`config.mk`:
```
export PLATFORM = sky130hd
export DESIGN_NAME = echo_indication_portal
export DESIGN_NICKNAME = d
export VERILOG_FILES = /design/src/rtl/echo_indication_portal.sv
export SDC_FILE = /design/constraint.sdc
export NUM_CORES = 1
export LEC_CHECK = 0
export ABC_AREA = 1
export ABC_CLOCK_PERIOD_IN_PS = 3600
export BUFFER_PORTS_ARGS = -buffer_cell sky130_fd_sc_hd__clkbuf_2
export CAP_MARGIN = 10
export CORE_UTILIZATION = 56
export DETAILED_ROUTE_END_ITERATION = 12
export PLACE_DENSITY = 0.78
export SYNTH_ARGS = -nofsm -noshare
export SYNTH_HDL_FRONTEND = slang
export SYNTH_SLANG_ARGS = --single-unit
export TNS_END_PERCENT = 30
```
`constraint.sdc`:
```
create_clock -name CLK -period 3.6 [get_ports CLK]
set_input_delay 0 -clock CLK [delete_from_list [all_inputs] [get_ports CLK]]
set_output_delay 0 -clock CLK [all_outputs]
set_load 0.02 [all_outputs]
```
`src/rtl/echo_indication_portal.sv`:
```
// Echo indication portal: buffers echo payloads and sends each one to the
// host pipe as a two-word message (header, payload).
//
// Ports:
//   CLK, nRST           clock, synchronous active-low reset
//   echo__RDY/ENA, v    echo method call (ENA/RDY), 32-bit payload
//   pipe_enq__RDY/ENA,v host-bound pipe enq call, 32-bit word
//   msg_count           complete messages sent, wraps modulo 2^32
module echo_indication_portal #(
  parameter int          DEPTH     = 4,
  parameter logic [15:0] METHOD_ID = 16'h0001
) (
  input  logic        CLK,
  input  logic        nRST,
  output logic        echo__RDY,
  input  logic        echo__ENA,
  input  logic [31:0] echo_v,
  input  logic        pipe_enq__RDY,
  output logic        pipe_enq__ENA,
  output logic [31:0] pipe_enq_v,
  output logic [31:0] msg_count
);

  localparam int AW = $clog2(DEPTH);

  typedef enum logic {
    HDR,
    DATA
  } state_t;

  state_t        state;
  state_t        state_n;
  logic [AW-1:0] wr_ptr;
  logic [AW-1:0] rd_ptr;
  logic [AW:0]   count;
  logic [31:0]   mem [DEPTH];
  logic [31:0]   msg_cnt_q;
  logic          active;
  logic          push;
  logic          pop;

  assign echo__RDY = (count != (AW+1)'(DEPTH));
  assign push      = echo__ENA && echo__RDY;
  assign msg_count = msg_cnt_q;

  // Only the payload word pops the FIFO; the header merely peeks,
  // so DATA is never entered with an empty FIFO.
  assign pop = pipe_enq__ENA && (state == DATA);

  always_comb begin
    state_n    = state;
    active     = 1'b0;
    pipe_enq_v = 32'd0;
    unique case (state)
      HDR: begin
        active = (count != '0);
        if (active) begin
          pipe_enq_v = {METHOD_ID, 16'd2};
        end
      end
      DATA: begin
        active     = 1'b1;
        pipe_enq_v = mem[rd_ptr];
      end
    endcase
    pipe_enq__ENA = active && pipe_enq__RDY;
    if (pipe_enq__ENA) begin
      state_n = (state == HDR) ? DATA : HDR;
    end
  end

  always_ff @(posedge CLK) begin
    if (push) begin
      mem[wr_ptr] <= echo_v;
    end
  end

  always_ff @(posedge CLK) begin
    if (!nRST) begin
      state     <= HDR;
      wr_ptr    <= '0;
      rd_ptr    <= '0;
      count     <= '0;
      msg_cnt_q <= 32'd0;
    end else begin
      state <= state_n;
      if (push) begin
        wr_ptr <= wr_ptr + AW'(1);
      end
      if (pop) begin
        rd_ptr    <= rd_ptr + AW'(1);
        msg_cnt_q <= msg_cnt_q + 32'd1;
      end
      unique case ({push, pop})
        2'b10:   count <= count + (AW+1)'(1);
        2'b01:   count <= count - (AW+1)'(1);
        default: count <= count;
      endcase
    end
  end

endmodule

```
==> qor.csv, run 1 <==
metric,value,unit
status,"complete, no violations",
Gate power share,9.5,%
dpl ws,1.08,ns
Switch Pwr,0.00101,W
DR DRC count,0,
Final Hold Viols,0,
Flop pwr share,50.5,%
Port Buffer Count,101,
gr usage total,24.8,%
slack of the critical path,0.659,ns
internal cell power,0.00340,W
clk_lat worst skew,0.42,ns
Worst Path Max Fanout,34,
worst hold path type,in2reg,
Yosys top cell area share,53.7,%
Vias,5409,
post-synthesis area per instance,10.0,µm²
CP Capture Type,primary output,
Routed Antenna Nets,0,
Die X,115,µm
Avg WL per Cell,15.2,µm
DR vias/cell,5.30,
Yosys warning count,0,
Yosys cell types,31,
die height,115,µm
maximum VDD drop,0.287,mV
top cell type by total area after synthesis,edfxtp_1,
sequential area share after synthesis,65.4,%
Iter 0 DRT Violations,366,
Slowest cell on crit path,clkinv_1,
clk root buf,clkbuf_16,
CP required,3.60,ns
final WL,15.5,mm
Die Footprint,0.0132,mm²
most frequent cells in the layout,"nor2_1, edfxtp_1, clkbuf_2",
clock sinks,170,
Clk pwr share,40.1,%
Layout area overhead,21.4,%
ys flop type,edfxtp_1,
gr ovfl total,0,
asr flop ratio synth,0,%
vias in the first global route,5335,
Final Critical Period,2.94,ns
fin. max-slew vios,0,
setup TNS,0,ns
initial core utilization,58.6,%
Antenna Cells,0,
Top-Level Pins,102,
cell area power density,507,mW/mm²
Fillers,909,
CP arrival,2.94,ns
H-tree lvl count,4,
cell row count,40,
Synth Register Bits,170,
first-pass GRT wire length,24.9,mm
Worst path max stage delay,0.95,ns
setup violators final,0,
Crit path max-delay family,buffers and inverters,
DPL Wire Length,9.51,mm
largest net degree at the start of global routing,67,
sw frac,22.9,%
CTS tree,done,
core area,0.0122,mm²
P_leak,3.33,nW
RSZ-0062 raised after global routing,false,
Mapped Cells,715,
CP startpoint kind,flop,
"most common cell after layout, fill and taps aside",nor2_1,
Worst slew margin,25.7,%
Worst-path clk slew,0.06,ns
max cap viols,0,
gpl congestion,0.874,
"Setup Fix Bufs, Post-CTS",0,
fin crit share,81.7,%
Fmax,0.340,GHz
most area-consuming cells after synthesis,"edfxtp_1, dfxtp_1, nor2_1",
CTS buffer count,17,
share of cells above drive strength 1,17.8,%
DRT Pass-1 Iters,7,
critical path class,reg2out,
Fin Clk Skew,0.00476,ns
Syn Std Cell Area,0.00716,mm²
initial antenna violation count,0,
nets,885,
measured slew at the worst slew-check pin,1.11,ns
clock buffer depth,2,
worst path cell trace,"buf_4, clkinv_1, nor2_1, o21ai_0, a21oi_1, clkbuf_2",
CP bufs+invs,3,
number of flops mapped to enable cells by yosys,128,
syn nets,758,
Pwr Total,0.00441,W
final timing paths:
kind / start / endpoint / slack [ns] / cells past startpoint
hold / removal: nRST / msg_count[13] / 0.16 / 3
hold reg to reg: rd_ptr[1] / rd_ptr[1] / 0.47 / 2
setup / recovery: flop / pipe_enq_v[12] / 0.66 / 6
setup reg to reg: count[0] / count[2] / 1.43 / 11
final cells by class:
type	instances	area, µm²	area share, %
flip-flops and latches	170	4690	53.9
multi-input cells	458	2160	24.8
well taps	168	210	2.42
clock buffers	20	437	5.03
clock inverters	10	128	1.47
repair buffers	136	851	9.79
inverters	59	221	2.55
sequential cells by signal (all words and copies together), names as in the netlist, named ones only:
name,cells
mem,128
msg_count,32
count,3
rd_ptr,2
wr_ptr,2
state,1
power by group through the flow:
stage | Sequential (W) | Combinational, W | Clock (W)
after detailed placement | 0.00227 | 0.000388 | 0
after floorplan | 0.00226 | 0.000250 | 0
after global placement | 0.00226 | 0.000376 | 0
after global routing | 0.00223 | 0.000460 | 0.00187
final | 0.00223 | 0.000417 | 0.00177
after CTS | 0.00223 | 0.000419 | 0.00178
Yosys cell counts (4+ instances only):
master	number
a21oi_1	51
buf_2	6
clkbuf_1	18
dfxtp_1	42
edfxtp_1	128
ha_1	6
inv_1	54
inv_2	4
nand2_1	80
nand3_1	29
nand4_1	5
nor2_1	175
nor2_2	5
nor2_4	6
nor3_1	8
o21ai_0	71
o21ai_1	8
worst min-delay path: cells and delay by family:
family	cells	cell delay [ns]
buffers and inverters	1	0.34
and+or+nand+nor	2	0.20
stage by stage:
stage	hold slack, ns	util [%]	std cells	cell area [µm²]
final	0.162	71.1	1021	8690
after global routing	0.207	71.1	1021	8690
after CTS	0.154	71.1	1021	8690
after detailed placement	0.223	63.8	958	7790
after global placement	0.218	63.8	958	7790
after floorplan	0.0989	-	715	7160
metal layers:
layer / wire [µm] / up-vias / track usage (%)
met1: 6640 / 2550 / 29.9
li1: - / 2659 / -
met2: 7800 / 170 / 43.2
met4: 317 / 0 / 11.0
met5: 0 / - / 0
met3: 771 / 30 / 5.01
kinds of logic (layout without fill, tap and decap cells):
| group | after synthesis | after routing | synth area share (%) |
|---|---|---|---|
| flops | 170 | 170 | 65.4 |
| buf+inv | 87 | 225 | 4.88 |
| fa+ha+maj | 7 | 7 | 1.33 |
| simple gates | 313 | 313 | 18.4 |
| compound gates | 135 | 135 | 9.59 |
| xor+xnor | 3 | 3 | 0.367 |
what timing repair did:
action,4_1_cts,5_1_grt
resized for setup,0,0
hold buffers,33,0
endpoints found under the setup margin,0,0
endpoints found under the hold margin,129,0
(Power assumes the default switching activity.)
==> inputs of run 2 (changes only) <==
ABC_AREA = 0   (was 1)
ABC_CLOCK_PERIOD_IN_PS = 2400   (was 3600)
CORE_UTILIZATION = 51   (was 56)
PLACE_DENSITY = 0.75   (was 0.78)
clock period = 2.4 ns   (was 3.6 ns; I/O delays follow)
==> qor.csv, run 2 <==
metric,value,unit,change
Layout area overhead,23.8,%,
ys flop type,edfxtp_1,,
Yosys cell types,37,,+19%
measured slew at the worst slew-check pin,0.891,ns,-0.222 ns
CP Capture Type,flop,,
max FFs per register,128,,unchanged
Routed Antenna Nets,0,,unchanged
cell row count,41,,+2.5%
crit path capture,count[2],,
Top-Level Pins,102,,unchanged
top cell type by total area after synthesis,edfxtp_1,,
post-synthesis area per instance,15.6,µm²,+56%
Placed Cells,697,,-27%
CTS tree,done,,
fin. max-slew vios,0,,unchanged
clk_lat worst skew,0.42,ns,about the same
Synth Register Bits,170,,unchanged
Mapped Cells,437,,-39%
Yosys top cell area share,56.4,%,+2.7 points
Yosys warning count,0,,unchanged
CP required,2.73,ns,-0.87 ns
"most common cell after layout, fill and taps aside",edfxtp_1,,
Worst Path Max Fanout,5,,-85%
syn nets,480,,-37%
Die X,118,µm,+2.2%
Final Critical Period,2.31,ns,
status,"complete, no violations",,
Final Hold Viols,0,,unchanged
FF-to-FF Start,count[0],,
fin crit share,96.4,%,
most area-consuming cells after synthesis,"edfxtp_1, dfxtp_1, mux4_2",,
crit path from,count[0],,
Die Footprint,0.0138,mm²,+4.4%
critical path class,reg2reg,,
Port Buffer Count,101,,unchanged
clock sinks,170,,unchanged
setup TNS,0,ns,unchanged
Syn Std Cell Area,0.00681,mm²,-4.8%
final WL,13.3,mm,-15%
cell area power density,776,mW/mm²,+53%
CTS buffer count,17,,unchanged
clock buffer depth,2,,unchanged
"count leader, synth",edfxtp_1,,
Fmax,0.432,GHz,
"non-filler cells, final",764,,-25%
clk root buf,clkbuf_16,,
P_leak,3.00,nW,-9.7%
die height,118,µm,+2.2%
Top reg by flops,mem,,
gr usage total,20.4,%,-4.4 points
most instantiated cells after synthesis,"edfxtp_1, dfxtp_1, and2_1, mux4_2, a21oi_1",,
sequential area share after synthesis,68.8,%,+3.3 points
gpl congestion,0.768,,-12%
Finished Core Util,65.8,%,-5.4 points
H-tree lvl count,4,,unchanged
Crit Reg-Reg Endpoint,count[2],,
DRT Pass-1 Iters,4,,-3
nets,622,,-30%
vias in the first global route,4303,,-19%
Vias,4246,,-22%
number of flops mapped to enable cells by yosys,128,,unchanged
asr flop ratio synth,0,%,unchanged
flop2flop setup slack,0.09,ns,-1.34 ns
DR DRC count,0,,unchanged
Iter 0 DRT Violations,271,,-26%
Fin Clk Skew,0.00467,ns,-0.0000911 ns
CP arrival,2.64,ns,-0.30 ns
worst hold path type,in2reg,,
share of cells above drive strength 1,31.8,%,+14 points
most frequent cells in the layout,"edfxtp_1, clkbuf_2, dfxtp_1",,
core area,0.0128,mm²,+5.0%
initial core utilization,53.1,%,-5.5 points
setup violators final,0,,unchanged
worst hold slack,0.00608,ns,-0.156 ns
CP startpoint kind,flop,,
maximum VDD drop,0.590,mV,+110%
first-pass GRT wire length,21.5,mm,-14%
Worst slew margin,40.6,%,+15 points
max cap viols,0,,unchanged
Antenna Cells,0,,unchanged
Worst-path clk slew,0.06,ns,about the same
Avg WL per Cell,17.4,µm,+14%
Area after DPL,0.00753,mm²,-3.4%
largest net degree at the start of global routing,36,,-46%
initial antenna violation count,0,,unchanged
RSZ-0062 raised after global routing,false,,
R2R cell count,9,,-2
post-route cell area,0.00844,mm²,-2.9%
DR vias/cell,5.56,,+4.9%
gr ovfl total,0,,unchanged
DPL Wire Length,8.01,mm,-16%
run 2: changes by cell type in the layout (fill, tap and decap cells not counted), sizes merged, moves of 9 or more:
cell | before | now
and2 | 0 | 33
nor2 | 186 | 21
nand2 | 82 | 14
and3 | 0 | 9
or4 | 0 | 11
o31ai | 0 | 10
mux4 | 0 | 32
nand3 | 31 | 12
a21oi | 51 | 23
inv | 58 | 17
o21ai | 79 | 10
or3 | 0 | 11
run 2: power by group:
group | internal (W) | switching, W | leakage, nW
registers | 0.00331 | 0.0000572 | 1.52
clock network | 0.00143 | 0.00110 | 0.260
logic | 0.000279 | 0.000365 | 1.23
total | 0.00503 | 0.00152 | 3.00
run 2: worst min-delay path by stage:
stage / slack (ns) / cells after the start / startpoint / end
after detailed placement: 0.22 / 1 / echo_v[14] / mem[3][14]
final: 0.006 / 4 / echo__ENA / wr_ptr[1]
after global placement: 0.21 / 1 / echo_v[8] / mem[0][8]
after global routing: 0.02 / 4 / echo__ENA / wr_ptr[1]
after CTS: 0.02 / 4 / echo__ENA / wr_ptr[1]
after floorplan: 0.1 / 0 / echo_v[0] / mem[0][0]
run 2: through the flow:
stage	total power (W)	setup WS [ns]
after detailed placement	0.00403	0.0187
after CTS	0.00658	0.00282
after global routing	0.00676	0.00650
after floorplan	0.00380	0.0144
after global placement	0.00401	0.135
final	0.00654	0.0861
run 2: routing by layer:
metal  global-route usage [%]  vias to the layer above  share of wire, %
li1                         -                     1963                 -
met1                     24.6                     2127                40
met2                     35.4                      140                52
met3                     4.70                       16               5.9
met4                     8.17                        0               1.8
met5                        0                        -                 0
run 2: timing repair:
action | 4_1_cts | 5_1_grt
endpoints found under the hold margin | 130 | 0
setup endpoints to repair | 0 | 1
hold buffers | 34 | 0
gates resized for setup | 0 | 5
setup buffers | 0 | 1
run 2: logic make-up (layout without fill, tap and decap cells):
group	Yosys count	in the layout	synth area share [%]
DFF	170	170	68.8
and+or+nand+nor	130	130	11.0
AOI/OAI and AO/OA	46	46	3.93
muxes	34	34	10.9
buffers and inverters	34	189	1.98
xor gates and xnor gates	16	16	2.06
adders and majority gates	7	7	1.40
run 2: worst max-delay path: stages, from the launching register on:
cell and delay [ns]:
dfxtp_2 0.34, or3b_1 0.39, and2_4 0.18, inv_1 0.08
ha_2 0.18, inv_1 0.06, fa_2 0.34, xor2_1 0.17
or3_1 0.31, a21oi_1 0.17
run 2: layout make-up:
type	count	area, µm²
tap	172	215
clock buffer	19	433
fill	917	4390
multi-input combinational	233	2010
clock inverter	13	118
timing repair buffer	144	926
inverter	13	48.8
sequential	170	4690
